$ cat config.mk
export PLATFORM = sky130hd
export DESIGN_NAME = n8_pad_responder
export DESIGN_NICKNAME = d
export VERILOG_FILES = /design/src/rtl/n8_pad_responder.sv
export SDC_FILE = /design/constraint.sdc
export NUM_CORES = 1
export LEC_CHECK = 0
export ABC_AREA = 1
export CORE_ASPECT_RATIO = 1.2
export CORE_MARGIN = 2
export CORE_UTILIZATION = 55
export CTS_CLUSTER_SIZE = 30
export DETAILED_ROUTE_END_ITERATION = 8
export GPL_TIMING_DRIVEN = 0
export HOLD_SLACK_MARGIN = 0.06
export PLACE_DENSITY = 0.87
export REMOVE_ABC_BUFFERS = 1
export SETUP_SLACK_MARGIN = 0.4
export SYNTH_ARGS = -nofsm -noshare
export SYNTH_HDL_FRONTEND = slang
export SYNTH_SLANG_ARGS = --single-unit
$ cat constraint.sdc
create_clock -name clk -period 3.3 [get_ports clk]
set_input_delay 0.33 -clock clk [delete_from_list [all_inputs] [get_ports clk]]
set_output_delay 0.33 -clock clk [all_outputs]
set_load 0.02 [all_outputs]
$ cat src/rtl/n8_pad_responder.sv
// rtl/n8_pad_responder.sv - N8 serial pad responder: latches eight buttons and shifts them out active-low
// Optional feature macro: N8_TURBO_EN (autofire on A/B via turbo_a/turbo_b)
module n8_pad_responder #(
   parameter int TIMEOUT_CYCLES = 50000,
   parameter int TURBO_DIV      = 4
) (
   input  logic clk,
   input  logic reset,
   input  logic ltch_in,
   input  logic pulse_in,
   input  logic a,
   input  logic b,
   input  logic select,
   input  logic start,
   input  logic up,
   input  logic down,
   input  logic left,
   input  logic right,
`ifdef N8_TURBO_EN
   input  logic turbo_a,
   input  logic turbo_b,
`endif
   output logic data_out,
   output logic busy,
   output logic frame_done
);

   localparam int WD_W = $clog2(TIMEOUT_CYCLES);
   localparam logic [WD_W-1:0] WD_LAST = WD_W'(TIMEOUT_CYCLES - 1);

   // Reject parameter values the counters cannot represent.
   if (TIMEOUT_CYCLES < 2 || TURBO_DIV < 1) begin : g_param_check
      $error("n8_pad_responder: TIMEOUT_CYCLES must be >= 2 and TURBO_DIV >= 1");
   end

   typedef enum logic [1:0] {
      S_IDLE  = 2'd0,
      S_LOAD  = 2'd1,
      S_SHIFT = 2'd2,
      S_EXH   = 2'd3
   } state_t;

   state_t          state, state_nxt;
   logic [1:0]      ltch_sync, pulse_sync;
   logic            ltch_s, pulse_s;
   logic            ltch_rise, ltch_fall, pulse_rise, pulse_fall;
   logic            any_edge;
   logic [7:0]      snap, snap_nxt;
   logic [2:0]      idx, idx_nxt;
   logic [WD_W-1:0] wd, wd_nxt;
   logic            data_nxt, fd_nxt;
   logic            a_eff, b_eff;
   logic [7:0]      btn;

`ifdef N8_TURBO_EN
   localparam int FC_W = $clog2(TURBO_DIV + 1);
   localparam logic [FC_W-1:0] FC_LAST = FC_W'(TURBO_DIV - 1);

   logic [FC_W-1:0] frame_cnt;
   logic            phase;

   // Autofire: the frame counter advances on every LOAD->SHIFT and flips the phase every TURBO_DIV frames.
   always_ff @(posedge clk) begin
      if (reset) begin
         frame_cnt <= '0;
         phase     <= 1'b0;
      end else if (state == S_LOAD && state_nxt == S_SHIFT) begin
         if (frame_cnt == FC_LAST) begin
            frame_cnt <= '0;
            phase     <= ~phase;
         end else begin
            frame_cnt <= frame_cnt + 1'b1;
         end
      end
   end

   assign a_eff = a & ~(turbo_a & phase);
   assign b_eff = b & ~(turbo_b & phase);
`else
   assign a_eff = a;
   assign b_eff = b;
`endif

   assign btn      = {right, left, down, up, start, select, b_eff, a_eff};
   assign any_edge = ltch_rise | ltch_fall | pulse_rise | pulse_fall;
   assign busy     = (state == S_LOAD) || (state == S_SHIFT);

   // Two-flop synchronizers followed by a registered edge detector for latch and pulse.
   always_ff @(posedge clk) begin
      if (reset) begin
         ltch_sync  <= 2'b00;
         pulse_sync <= 2'b00;
         ltch_s     <= 1'b0;
         pulse_s    <= 1'b0;
         ltch_rise  <= 1'b0;
         ltch_fall  <= 1'b0;
         pulse_rise <= 1'b0;
         pulse_fall <= 1'b0;
      end else begin
         ltch_sync  <= {ltch_sync[0], ltch_in};
         pulse_sync <= {pulse_sync[0], pulse_in};
         ltch_s     <= ltch_sync[1];
         pulse_s    <= pulse_sync[1];
         ltch_rise  <= ltch_sync[1] & ~ltch_s;
         ltch_fall  <= ~ltch_sync[1] & ltch_s;
         pulse_rise <= pulse_sync[1] & ~pulse_s;
         pulse_fall <= ~pulse_sync[1] & pulse_s;
      end
   end

   // Frame sequencing: next state, bit index, snapshot, watchdog and the registered output values.
   always_comb begin
      state_nxt = state;
      idx_nxt   = idx;
      snap_nxt  = snap;
      wd_nxt    = '0;
      fd_nxt    = 1'b0;
      data_nxt  = 1'b1;
      case (state)
         S_IDLE: begin
            if (ltch_rise) state_nxt = S_LOAD;
         end
         S_LOAD: begin
            if (ltch_fall) state_nxt = S_SHIFT;
         end
         S_SHIFT: begin
            // Latch rise wins over a coincident pulse rise.
            if (ltch_rise) begin
               state_nxt = S_LOAD;
            end else if (pulse_rise) begin
               if (idx == 3'd7) begin
                  state_nxt = S_EXH;
                  fd_nxt    = 1'b1;
               end else begin
                  idx_nxt = idx + 3'd1;
               end
            end else if (!any_edge) begin
               if (wd == WD_LAST) state_nxt = S_IDLE;
               else               wd_nxt    = wd + 1'b1;
            end
         end
         S_EXH: begin
            if (ltch_rise) state_nxt = S_LOAD;
         end
         default: state_nxt = S_IDLE;
      endcase
      if (state_nxt == S_LOAD || state_nxt == S_IDLE) idx_nxt = 3'd0;
      // Keep sampling while the latch is held; the value before the fall is what gets shifted.
      if (state_nxt == S_LOAD && ltch_s) snap_nxt = btn;
      case (state_nxt)
         S_IDLE:  data_nxt = 1'b1;
         S_EXH:   data_nxt = 1'b0;
         default: data_nxt = ~snap_nxt[idx_nxt];
      endcase
   end

   // State, datapath and output registers.
   always_ff @(posedge clk) begin
      if (reset) begin
         state      <= S_IDLE;
         idx        <= 3'd0;
         snap       <= 8'd0;
         wd         <= '0;
         data_out   <= 1'b1;
         frame_done <= 1'b0;
      end else begin
         state      <= state_nxt;
         idx        <= idx_nxt;
         snap       <= snap_nxt;
         wd         <= wd_nxt;
         data_out   <= data_nxt;
         frame_done <= fd_nxt;
      end
   end

endmodule

* After elaboration in Yosys (flattened, before gate mapping)
Cells that the tools add are included.
** Word-level totals
- Register bits after elaboration :: 41
- Bits of input ports :: 12
- Output and inout bits :: 3
- Word-level logic and storage cells :: 64
** Cells by class
- $add $sub $neg :: 2
- $lt $le $gt $ge :: 1
- Equal/unequal tests :: 7
- Muxes and demuxes :: 18
- Bitwise logic cells :: 14
- Reductions and logical operators :: 8
** Operators by type and width (count)
- adder 16 x 1 -> 16 bit (second input constant) :: 1
- equality test 16 bit (second input constant) :: 1
- two-way mux 3 bit :: 5
- two-way mux 2 bit :: 7
- two-way mux 8 bit :: 1
- NOT 1 bit :: 7
- equality test 2 bit (second input constant) :: 3
- one-hot mux 2 bit (3 select lines) :: 1
- OR reduction 6 bit :: 1
- bitwise AND 1 bit :: 4
- equality test 2 x 1 -> 1 bit (second input constant) :: 2
- logical NOT 2 bit :: 2
- < comparator 3 x 4 -> 1 bit (second input constant) :: 1
- OR reduction 4 bit :: 1
- adder 3 x 1 -> 3 bit (second input constant) :: 1
- binary-select mux 1 bit (select 3 bit) :: 1
- equality test 3 bit (second input constant) :: 1
- bitwise OR 1 bit :: 3
- logical OR 1 bit :: 2
- two-way mux 1 bit :: 2
- one-hot mux 1 bit (2 select lines) :: 1
- OR reduction 2 bit :: 1
- logical AND 1 bit :: 1

* Depth between registers and ports, before layout
Gate-level depths: netlist of run 1.
- Word-level depth :: 14
- Gate-level depth with buffers :: 25
- Depth with buffers taken out :: 24

* Worst setup path before layout of run 1
OpenSTA, ideal clock, no wires.
- Kind :: flip-flop to flip-flop
- Start :: reg wd[0]
- End :: reg data_out
- Library setup time :: 0.058 ns
- Arrival time :: 2.366 ns
- Required time :: 3.242 ns
- Setup slack :: 0.876 ns
- Cell stages (with the launch flop) :: 25
- Buffers on the path :: 1
- Period minus slack after synthesis :: 2.424 ns
- Path through :: dfxtp_1 -> ha_1 -> nand2_1 -> inv_1 -> nand2_1 -> nor2_2 -> nand3_1 -> nand2_1 -> o2111ai_1 -> nand2_1 -> nand2_1 -> nand2_1 -> inv_1 -> ha_1 -> nand2_2 -> buf_2 -> nand2_1 -> o21a_1 -> o21ai_0 -> inv_1 -> nand2_1 -> nand3_1 -> nand2_1 -> nand2_1 -> nand2_1
** Between the ends
- Longest elaborated chain between the ends :: 13
- Elaborated cells on any way between the ends :: 17
- Those cells by class :: eq/ne: 3; mux: 10; bitwise: 1; reduce/logical: 3
** Ends and longest elaborated chain
- from (decl) :: line 50 : logic [WD_W-1:0] wd, wd_nxt;
- from (signal assigned) :: line 170 : wd <= wd_nxt;
- equality test 16 bit * :: line 138 : if (wd == WD_LAST) state_nxt = S_IDLE;
- two-way mux 2 bit * :: line 138
- two-way mux 2 bit * :: line 137 : end else if (!any_edge) begin
- two-way mux 2 bit * :: line 130 : end else if (pulse_rise) begin
- two-way mux 2 bit * :: line 128 : if (ltch_rise) begin
- one-hot mux 2 bit (3 select lines) * :: line 119 : case (state)
- net state_nxt[0] :: line 43 : state_t state, state_nxt;
- equality test 2 x 1 -> 1 bit / logical NOT 2 bit (equally long branches) :: line 147, 149, 150
- logical AND 1 bit / logical OR 1 bit (equally long branches) :: line 149, 147
- two-way mux 8 bit / two-way mux 3 bit (equally long branches) :: line 149, 147
- binary-select mux 1 bit (select 3 bit) :: line 153 : default: data_nxt = ~snap_nxt[idx_nxt];
- two-way mux 1 bit (implied by the code) :: line 153
- NOT 1 bit :: line 153
- one-hot mux 1 bit (2 select lines) * :: line 150 : case (state_nxt)
- to (signal assigned) :: line 171 : data_out <= data_nxt;
- to (decl) :: line 23 : output logic data_out,
Mark *: on every way through the listed nets, which the timed path passes. The rest lies on a longest branch. The select of a mux whose other input is x is not followed.
A chain may end at the register's enable or synchronous reset.

* Worst setup path after layout of run 1
Ends and elaborated chain as after synthesis.

==> results.py, run 1 <==
metrics = {
    "worst_hold_path": {
        "hold_class": "reg2reg",
        "holdPathStages": 2,
    },
    "clocking": {
        "cts-root-buf": "clkbuf_8",
        "cts_made_buffers": 5,
        "clockBufferDepth": 2,
        "cts_max_level": 2,
        "cts_tree": "yes",
        "worstSkewPairLatency_ns": 0.29,
        "cts_sinks": 41,
        "post_cts.repair.setup_buffers": 0,
        "clkTransAtPathRegs_ns": 0.07,
    },
    "logic_synthesis": {
        "synth_cell_type_count": 28,
        "synth_top_family_by_area": "simple AND/OR/NAND/NOR gates",
        "synthCells": 271,
        "synthFlopType": "dfxtp_1",
        "muxShareOfSynthArea": 0,
        "synth-edff-count": 0,
        "synthXorXnorAreaFrac": 0.00459,
        "ys_warn_count": 0,
        "yosys.area.top_type": "dfxtp_1",
        "synth_compound_area_frac": 0.100,
        "avgSynthCellArea_um2": 7.04,
        "synth.most_common_cell": "inv_1",
        "ys_seq_area_frac": 0.430,
        "synth_top_cell_area_share": 0.430,
        "synth_area_leaders": "dfxtp_1, inv_1, nand2_1",
        "synth_simple_gate_area_frac": 0.308,
        "synthTopCellsByCount": "inv_1, nand2_1, dfxtp_1, nor2_1",
        "synthAdderAreaFrac": 0.0394,
        "synth_area_mm2": 0.00191,
        "synth-seq-cells": 41,
        "async_reset_ff_frac": 0,
    },
    "timing": {
        "fin_skew_ns": 0.00925,
        "slew_headroom": 0.432,
        "grt_setup_unrepaired": "false",
        "fin_crit_sh": 0.784,
        "slew_violations": 0,
        "final-hold-violation-count": 0,
        "setup_viol": 0,
        "min_period_ns": 2.59,
        "worst_slew_pin_slew_ns": 0.850,
        "final.setup.tns_ns": 0,
        "fmax_ghz": 0.386,
        "fin_hold_ws_ns": 0.407,
    },
    "layout": {
        "fin_nets": 307,
        "multiInputGateArea_um2": 887,
        "regArea_um2": 821,
        "fill_cells": 274,
        "syn_to_final_growth_pct": 15.6,
        "layout-drive-gt1-share": 0.104,
        "diodes": 0,
    },
    "setup_path": {
        "crit_fanout": 8,
        "rr_worst_depth": 24,
        "crit_type": "reg2reg",
        "cp.required_ns": 3.54,
        "crit_arrival_ns": 2.82,
        "startpoint_type": "register",
        "end_kind": "register",
    },
    "power_and_ir_drop": {
        "powerDensity_mw_per_mm2": 472,
        "ir_drop_mv": 0.479,
        "leakage_nw": 0.980,
    },
    "floorplan": {
        "io_pins": 15,
        "die_w_um": 57.8,
        "die_area_mm2": 0.00396,
        "initial_core_util": 0.571,
        "num_rows": 23,
        "core-area_mm2": 0.00334,
        "die_h_um": 68.5,
    },
    "drt": {
        "wl_per_cell_um": 10.3,
        "ant_nets": 0,
        "drt_drc_violations_left": 0,
        "viasPerCell": 4.93,
        "wl_mm": 3.37,
        "via_count": 1607,
        "first_pass_iters": 4,
        "drt_iter0_drc": 51,
    },
    "global_route": {
        "overflow": 0,
        "grt_start_max_net_pins": 26,
        "grt_pass1_wl_mm": 5.75,
        "antenna_found_initial": 0,
        "track_usage": 0.191,
        "grt_pass1_vias": 1469,
    },
    "placed_design": {
        "numPortBuffers": 14,
        "place.gp.congestion": 0.799,
        "place_hpwl_mm": 2.35,
    },
    "run": {
        "drv_cap": 0,
    },
    "outcome": {
        "status": "finished, final reports clean",
    },
}
[final timing paths]
path | start | to | slack, ns
worst max-delay path | wd[0]$_SDFF_PP0_ | data_out$_SDFF_PP1_ | 0.71
worst min-delay path | ltch_sync[0]$_SDFF_PP0_ | ltch_sync[1]$_SDFF_PP0_ | 0.41
worst max register to register | wd[0]$_SDFF_PP0_ | data_out$_SDFF_PP1_ | 0.71
worst min register to register | ltch_sync[0]$_SDFF_PP0_ | ltch_sync[1]$_SDFF_PP0_ | 0.41
[cell usage in the layout, fill, tap and decap left out, drive strengths merged]
master | netlist | final
inv | 55 | 55
nand2 | 53 | 54
nor2 | 46 | 46
dfxtp | 41 | 41
nand3 | 15 | 15
a21oi | 15 | 15
o21ai | 15 | 15
clkdlybuf4s50 | 0 | 14
nor3 | 8 | 8
ha | 6 | 6
clkbuf | 3 | 5
nand4 | 3 | 3
o21a | 3 | 3
or2 | 2 | 2
a31oi | 1 | 1
o2111ai | 1 | 1
nand3b | 1 | 1
nor3b | 1 | 1
xor2 | 1 | 1
clkinv | 0 | 1
bufinv | 0 | 1
[where the power goes]
group	switching (mW)	internal (mW)
logic	0.0801	0.0600
clock network	0.166	0.220
registers	0.00652	0.508
[routing by layer]
layer	track usage	share of wire	up-vias	wire length, µm
li1	-	-	870	-
met1	0.197	0.43	701	1440
met2	0.352	0.52	30	1750
met3	0.0504	0.035	6	117
met4	0.102	0.018	0	61
met5	0	0	-	0
[layout make-up]
| cell class | instances | share of cell area |
|---|---|---|
| clock buffer | 5 | 0.0312 |
| timing repair buffer | 14 | 0.0636 |
| clock inverter | 2 | 0.0159 |
| tap | 37 | 0.0210 |
| multi-input combinational | 172 | 0.402 |
| inverter | 55 | 0.0936 |
| sequential | 41 | 0.372 |
[stage by stage]
| step | utilization | cells | cell area [µm²] | total power [mW] | worst slack (ns) |
|---|---|---|---|---|---|
| 4_1_cts | 0.653 | 325 | 2180 | 1.04 | 0.522 |
| 6_report | 0.660 | 326 | 2200 | 1.04 | 0.712 |
| 3_3_place_gp | 0.622 | 318 | 2080 | 0.645 | 0.589 |
| 2_1_floorplan | - | 267 | 1890 | 0.603 | 0.933 |
| 3_5_place_dp | 0.622 | 318 | 2080 | 0.649 | 0.545 |
| 5_1_grt | 0.660 | 326 | 2200 | 1.09 | 0.404 |
[critical path: stages, from the launching register on]
cell and delay [ns]:
dfxtp_1 0.35, ha_1 0.17, nand2_1 0.08, inv_1 0.08, nand2_1 0.09, nor2_2 0.17
nand3_1 0.11, nand2_1 0.07, o2111ai_1 0.09, nand2_1 0.07, nand2_1 0.05, nand2_1 0.10
inv_1 0.06, ha_2 0.22, nand2_4 0.12, nand2_1 0.05, o21ai_0 0.10, nand3_1 0.12
nand2_1 0.09, inv_1 0.04, nand3_1 0.06, nand3_1 0.08, nand2_1 0.07, nand2_1 0.05
nand2_1 0.04
[flip-flops by register name, summed over array words and instances (netlist names), 2 cells and up]
| name | flops |
|---|---|
| wd | 16 |
| snap | 8 |
| idx | 3 |
| ltch_sync | 2 |
| pulse_sync | 2 |
| state | 2 |
[logic make-up (layout without fill, tap and decap cells)]
| kind of cell | count (synthesis) | after routing |
|---|---|---|
| simple gates | 129 | 130 |
| flops | 41 | 41 |
| buf+inv | 59 | 76 |
| compound gates | 35 | 35 |
| xor+xnor | 1 | 1 |
| fa+ha+maj | 6 | 6 |
[timing repair]
| action | CTS | global route |
|---|---|---|
| setup endpoints to repair | 0 | 1 |
| hold buffers | 0 | 0 |
| resized for setup | 0 | 6 |
Note: power is estimated with default switching activity, not from simulation.
==> run 2: changes to the inputs <==
==> constraint.sdc (replaced) <==
create_clock -name clk -period 2.7 [get_ports clk]
set_input_delay 0.27 -clock clk [delete_from_list [all_inputs] [get_ports clk]]
set_output_delay 0.27 -clock clk [all_outputs]
set_load 0.02 [all_outputs]
==> run 2 against run 1 <==
  * First-iteration DRC count up 27%
  * Worst hold slack lost 0.00091 ns
  * Count of clock-buffer cells in the layout unchanged
  * Sequential power grew 22%
  * Final area increased by 8.3%
  * Critical path type unchanged
==> results.py, run 2 (synthesis results as in run 1) <==
metrics = {
    "outcome": {
        "status": "finished, final reports clean",
    },
    "timing": {
        "grt_setup_unrepaired": "true",
        "setup_viol": 0,
        "slew_violations": 0,
        "fin_crit_sh": 0.907,
        "slew_headroom": 0.415,
        "final-hold-violation-count": 0,
        "final.setup.tns_ns": 0,
        "worst_slew_pin_slew_ns": 0.875,
        "fin_skew_ns": 0.00730,
        "min_period_ns": 2.45,
        "fin_hold_ws_ns": 0.406,
        "fin_ws_ns": 0.252,
        "fmax_ghz": 0.408,
    },
    "global_route": {
        "track_usage": 0.206,
        "grt_pass1_wl_mm": 6.21,
        "antenna_found_initial": 0,
        "grt_start_max_net_pins": 26,
        "grt_pass1_vias": 1515,
        "overflow": 0,
    },
    "layout": {
        "largest_reg_flops": 16,
        "fin_nets": 314,
        "reg_top3": "wd x16, snap x8, idx x3",
        "diodes": 0,
        "fill_cells": 234,
        "final_cell_mix": "inv_1, nor2_1, nand2_1",
        "syn_to_final_growth_pct": 25.2,
        "final_common_cell": "inv_1",
        "fin_cells": 333,
        "top_register": "wd",
        "layout-drive-gt1-share": 0.216,
        "final_area_mm2": 0.00239,
        "regArea_um2": 828,
        "multiInputGateArea_mm2": 0.00101,
    },
    "setup_path": {
        "cp_slowest_cell": "dfxtp_2",
        "startpoint": "wd[0]$_SDFF_PP0_",
        "crit_fanout": 7,
        "critPathMostFrequentCell": "nand2_1",
        "path_delay_family": "simple AND/OR/NAND/NOR gates",
        "path_cells": "ha_4 > nand2_4 > inv_4 > nand2_4 > nor2_4 > nand3_2 > nand2_1 > o2111ai_1 > nand2_1 > nand2_1 > nand2_2 > inv_2 > ha_4 > nor2_4 > nand2_4 > nand2_1 > o21ai_1 > inv_1 > nand2_1 > nand3_2 > nand2_1 > nand2_1 > nand2_1",
        "cp.required_ns": 2.89,
        "slowest_delay_ns": 0.36,
        "ff2ff_setup_slack_ns": 0.25,
        "end_kind": "register",
        "rr_worst_depth": 23,
        "reg2reg_from": "wd[0]$_SDFF_PP0_",
        "crit_type": "reg2reg",
        "timing.rr.end": "data_out$_SDFF_PP1_",
        "crit_arrival_ns": 2.64,
        "startpoint_type": "register",
        "path_buf_inv": 3,
    },
    "clocking": {
        "clockBufferDepth": 2,
        "worstSkewPairLatency_ns": 0.30,
        "cts_tree": "yes",
        "cts_max_level": 2,
        "cts-root-buf": "clkbuf_8",
        "cts_made_buffers": 5,
        "cts_sinks": 41,
        "clkTransAtPathRegs_ns": 0.08,
    },
    "placed_design": {
        "dpl-instance-area_mm2": 0.00208,
        "numPortBuffers": 14,
        "place.gp.congestion": 0.799,
        "pre_cts_ws_ns": -0.0545,
        "placed_cells": 318,
        "place_hpwl_mm": 2.35,
    },
    "worst_hold_path": {
        "min-delay-start": "ltch_sync[0]$_SDFF_PP0_",
        "worst_hold_path.endpoint": "ltch_sync[1]$_SDFF_PP0_",
        "holdPathStages": 2,
        "hold_class": "reg2reg",
    },
    "drt": {
        "ant_nets": 0,
        "viasPerCell": 5.04,
        "wl_mm": 3.88,
        "via_count": 1679,
        "drt_iter0_drc": 65,
        "wl_per_cell_um": 11.6,
        "drt_drc_violations_left": 0,
        "first_pass_iters": 4,
    },
    "run": {
        "drv_cap": 0,
    },
    "floorplan": {
        "die_w_um": 57.8,
        "die_h_um": 68.5,
        "initial_core_util": 0.571,
        "die_area_mm2": 0.00396,
        "num_rows": 23,
        "io_pins": 15,
        "core-area_mm2": 0.00334,
    },
    "power_and_ir_drop": {
        "ir_drop_mv": 0.604,
        "powerDensity_mw_per_mm2": 562,
        "leakage_nw": 1.07,
    },
}
## run 2: cell count changes in the layout (fill, tap and decap cells not counted), sizes merged
cell and delta:
buf +7
## run 2: what timing repair did
item | in CTS | in global routing
pin swaps | 11 | 13
setup endpoints to repair | 11 | 2
gates resized for setup | 28 | 18
buffers inserted | 4 | 3
hold buffers | 0 | 0
gates cloned | 1 | 0
## run 2: area by class of cell
cell class	count	share of cell area
clock buffer	5	0.0288
multi-input combinational	172	0.422
tap	37	0.0194
sequential	41	0.347
clock inverter	2	0.0147
timing repair buffer	21	0.0807
inverter	55	0.0875
## run 2: worst register-to-register path: cells and delay by family (launching register included)
| kind | cells | cell delay (ns) |
|---|---|---|
| and+or+nand+nor | 16 | 1.30 |
| DFF | 1 | 0.36 |
| adders and majority gates | 2 | 0.34 |
| buffers and inverters | 3 | 0.19 |
| AOI/OAI and AO/OA | 2 | 0.15 |
## run 2: metrics by stage
stage / utilization / power [mW]
2_1_floorplan: - / 0.737
3_3_place_gp: 0.622 / 0.789
3_5_place_dp: 0.622 / 0.793
4_1_cts: 0.692 / 1.33
5_1_grt: 0.715 / 1.40
6_report: 0.715 / 1.34
## run 2: worst max-delay path by stage
stage / to / cells past startpoint
floorplan: data_out$_SDFF_PP1_ / 23
global placement: data_out$_SDFF_PP1_ / 22
detailed placement: data_out$_SDFF_PP1_ / 22
CTS: data_out$_SDFF_PP1_ / 23
global route: data_out$_SDFF_PP1_ / 22
finish: data_out$_SDFF_PP1_ / 23
## run 2: layer usage
| layer | GRT usage | wire length, µm | vias up |
|---|---|---|---|
| li1 | - | - | 884 |
| met1 | 0.216 | 1650 | 763 |
| met2 | 0.386 | 2060 | 25 |
| met3 | 0.0448 | 90 | 7 |
| met4 | 0.102 | 74 | 0 |
| met5 | 0 | 0 | - |
## run 2: where the power goes
| part | switching, mW | internal (mW) | total [mW] |
|---|---|---|---|
| registers | 0.00861 | 0.622 | 0.630 |
| clock network | 0.208 | 0.269 | 0.477 |
| logic | 0.128 | 0.107 | 0.235 |
| total | 0.345 | 0.998 | 1.34 |
==> run 3: changes to the inputs <==
--- a/config.mk
+++ b/config.mk
@@ -5,7 +5,7 @@
 export SDC_FILE = /design/constraint.sdc
 export NUM_CORES = 1
 export LEC_CHECK = 0
-export ABC_AREA = 1
+export ABC_AREA = 0
 export CORE_ASPECT_RATIO = 1.2
 export CORE_MARGIN = 2
 export CORE_UTILIZATION = 55
==> run 3 against run 2 <==
  * The flow now finishes with violations (setup timing)
  * Non-clock buffer count increased by 10
  * Sequential share of layout area decreased by 1.3 points
  * Worst hold slack improved by 0.025 ns
  * Critical path type unchanged
  * Critical endpoint unchanged
  * Largest cell class unchanged
  * Largest power group unchanged
==> results.py, run 3 <==
metrics = {
    "outcome": {
        "status": "complete, but fails checks",
        "violations": "setup timing",
    },
    "timing": {
        "slew_violations": 0,
        "grt_setup_unrepaired": "true",
        "final-hold-violation-count": 0,
        "slew_headroom": 0.242,
        "fin_skew_ns": 0.0121,
        "worst_slew_pin_slew_ns": 1.14,
        "fmax_ghz": 0.352,
        "fin_ws_ns": -0.141,
        "min_period_ns": 2.84,
        "setup_viol": 1,
        "final.setup.tns_ns": -0.141,
        "fin_crit_sh": 1.05,
    },
    "setup_path": {
        "startpoint_type": "register",
        "critPathMostFrequentCell": "o31ai_2",
        "end_kind": "register",
        "timing.rr.end": "data_out$_SDFF_PP1_",
        "cp_slowest_cell": "or4_4",
        "crit_type": "reg2reg",
        "cp.required_ns": 2.92,
        "crit_arrival_ns": 3.06,
        "reg2reg_from": "ltch_rise$_SDFF_PP0_",
        "slowest_delay_ns": 0.54,
        "crit_fanout": 4,
        "path_cells": "or4_4 > o21ai_2 > a21boi_2 > o31ai_2 > inv_1 > ha_4 > or2_2 > o2bb2ai_2 > nor2_1 > o21ai_1 > a211oi_2 > o31ai_2",
        "ff2ff_setup_slack_ns": -0.14,
        "startpoint": "ltch_rise$_SDFF_PP0_",
        "rr_worst_depth": 12,
    },
    "layout": {
        "fin_nets": 260,
        "fin_util": 0.768,
        "multiInputGateArea_mm2": 0.00123,
        "final_common_cell": "dfxtp_1",
        "fill_cells": 203,
        "syn_to_final_growth_pct": 36.5,
        "reg_top3": "wd x16, snap x8, idx x3",
        "final_cell_mix": "dfxtp_1, nor2_1, nand3_1",
        "top_register": "wd",
        "regArea_um2": 841,
        "largest_reg_flops": 16,
        "layout-drive-gt1-share": 0.322,
        "diodes": 0,
        "fin_cells": 279,
    },
    "worst_hold_path": {
        "worst_hold_path.endpoint": "ltch_fall$_SDFF_PP0_",
        "hold_class": "reg2reg",
        "holdPathStages": 1,
        "min-delay-start": "ltch_sync[1]$_SDFF_PP0_",
    },
    "clocking": {
        "cts_max_level": 2,
        "clockBufferDepth": 2,
        "cts_tree": "yes",
        "clkTransAtPathRegs_ns": 0.09,
        "worstSkewPairLatency_ns": 0.31,
        "cts-root-buf": "clkbuf_8",
        "postCtsHoldBufs": 0,
        "cts_sinks": 41,
        "cts_made_buffers": 5,
    },
    "drt": {
        "drt_drc_violations_left": 0,
        "first_pass_iters": 4,
        "drt_iter0_drc": 101,
        "via_count": 1718,
        "ant_nets": 0,
        "wl_per_cell_um": 19.8,
        "viasPerCell": 6.16,
        "wl_mm": 5.51,
    },
    "logic_synthesis": {
        "ys_seq_area_frac": 0.445,
        "synthTopCellsByCount": "dfxtp_1, nor2_1, nand2_1",
        "synth-edff-count": 0,
        "synthCells": 209,
        "synth_cell_type_count": 41,
        "synth.most_common_cell": "dfxtp_1",
        "async_reset_ff_frac": 0,
        "synth_area_mm2": 0.00185,
        "synthFlopType": "dfxtp_1",
        "synth_area_leaders": "dfxtp_1, nor2_1, nand3_1",
        "synth_top_cell_area_share": 0.445,
        "ys_warn_count": 0,
        "yosys.area.top_type": "dfxtp_1",
        "avgSynthCellArea_um2": 8.83,
        "synth-seq-cells": 41,
    },
    "placed_design": {
        "numPortBuffers": 14,
        "placed_cells": 255,
        "place.gp.congestion": 0.800,
        "place_hpwl_mm": 2.30,
    },
    "floorplan": {
        "io_pins": 15,
        "core-area_mm2": 0.00328,
        "die_w_um": 56.9,
        "num_rows": 23,
        "die_h_um": 67.5,
        "die_area_mm2": 0.00384,
        "initial_core_util": 0.563,
    },
    "global_route": {
        "antenna_found_initial": 0,
        "track_usage": 0.230,
        "grt_pass1_wl_mm": 6.59,
        "grt_pass1_vias": 1416,
        "grt_start_max_net_pins": 25,
        "overflow": 0,
    },
    "power_and_ir_drop": {
        "leakage_nw": 0.868,
        "powerDensity_mw_per_mm2": 575,
        "ir_drop_mv": 0.550,
    },
    "run": {
        "drv_cap": 0,
    },
}
-- run 3: changes by cell type after synthesis, sizes merged, moves of 3 or more --
cell and delta:
nand2 -36, nor2b +9, xor2 +6, o21ai -7, nor2 -24, xnor2 +4, inv -47, or3 +5
nand4b +3, mux2i +5
-- run 3: worst max-delay path: cells and delay by family (launching register included) --
family                     cells  cell delay [ns]
AOI/OAI and AO/OA              7             1.14
adders and majority gates      1             0.19
and+or+nand+nor                3             0.94
buffers and inverters          1             0.12
DFF                            1             0.36
-- run 3: stage by stage --
stage | area, µm² | total power, mW | hold WS (ns) | setup slack, ns
floorplan | 1830 | 0.776 | 0.339 | -0.160
global placement | 2010 | 0.837 | 0.389 | -0.549
detailed placement | 2010 | 0.841 | 0.399 | -0.670
CTS | 2310 | 1.35 | 0.399 | 0.0151
global route | 2520 | 1.50 | 0.440 | -0.227
finish | 2520 | 1.45 | 0.430 | -0.141
-- run 3: metal layers --
layer	track usage	share of wire	routed length, µm	up-vias
li1	-	-	-	799
met1	0.264	0.39	2140	817
met2	0.392	0.51	2830	76
met3	0.0594	0.048	263	26
met4	0.122	0.051	280	0
met5	0	0	0	-
-- run 3: how the worst max path moves through the flow --
stage | to | slack (ns) | cells past startpoint
floorplan | data_out$_SDFF_PP1_ | -0.16 | 14
global route | data_out$_SDFF_PP1_ | -0.23 | 12
finish | data_out$_SDFF_PP1_ | -0.14 | 12
CTS | data_out$_SDFF_PP1_ | 0.02 | 14
global placement | data_out$_SDFF_PP1_ | -0.55 | 14
detailed placement | data_out$_SDFF_PP1_ | -0.67 | 14
-- run 3: cell families (layout without fill, tap and decap cells) --
logic type / Yosys count / in the layout / synth area share
AOI/OAI and AO/OA: 32 / 32 / 0.111
xor gates and xnor gates: 11 / 11 / 0.0522
adders and majority gates: 6 / 6 / 0.0407
buffers and inverters: 13 / 46 / 0.0264
DFF: 41 / 41 / 0.445
muxes: 6 / 6 / 0.0353
and+or+nand+nor: 100 / 100 / 0.290
-- run 3: layout make-up --
cell class | instances | share of cell area
well taps | 37 | 0.0184
flip-flops and latches | 41 | 0.334
multi-input cells | 155 | 0.489
repair buffers | 31 | 0.113
inverters | 8 | 0.0119
clock buffers | 7 | 0.0343
-- run 3: what timing repair did --
item                                   CTS  global route
endpoints found under the hold margin    0             0
gates resized for setup                 34            42
pin swaps                               13            21
setup endpoints to repair               11            11
buffers inserted                        11             6
-- run 3: report_power, final --
| group | switching, mW | total (mW) | internal (mW) |
|---|---|---|---|
| sequential | 0.0130 | 0.632 | 0.619 |
| combinational | 0.200 | 0.396 | 0.197 |
| clock | 0.217 | 0.420 | 0.203 |
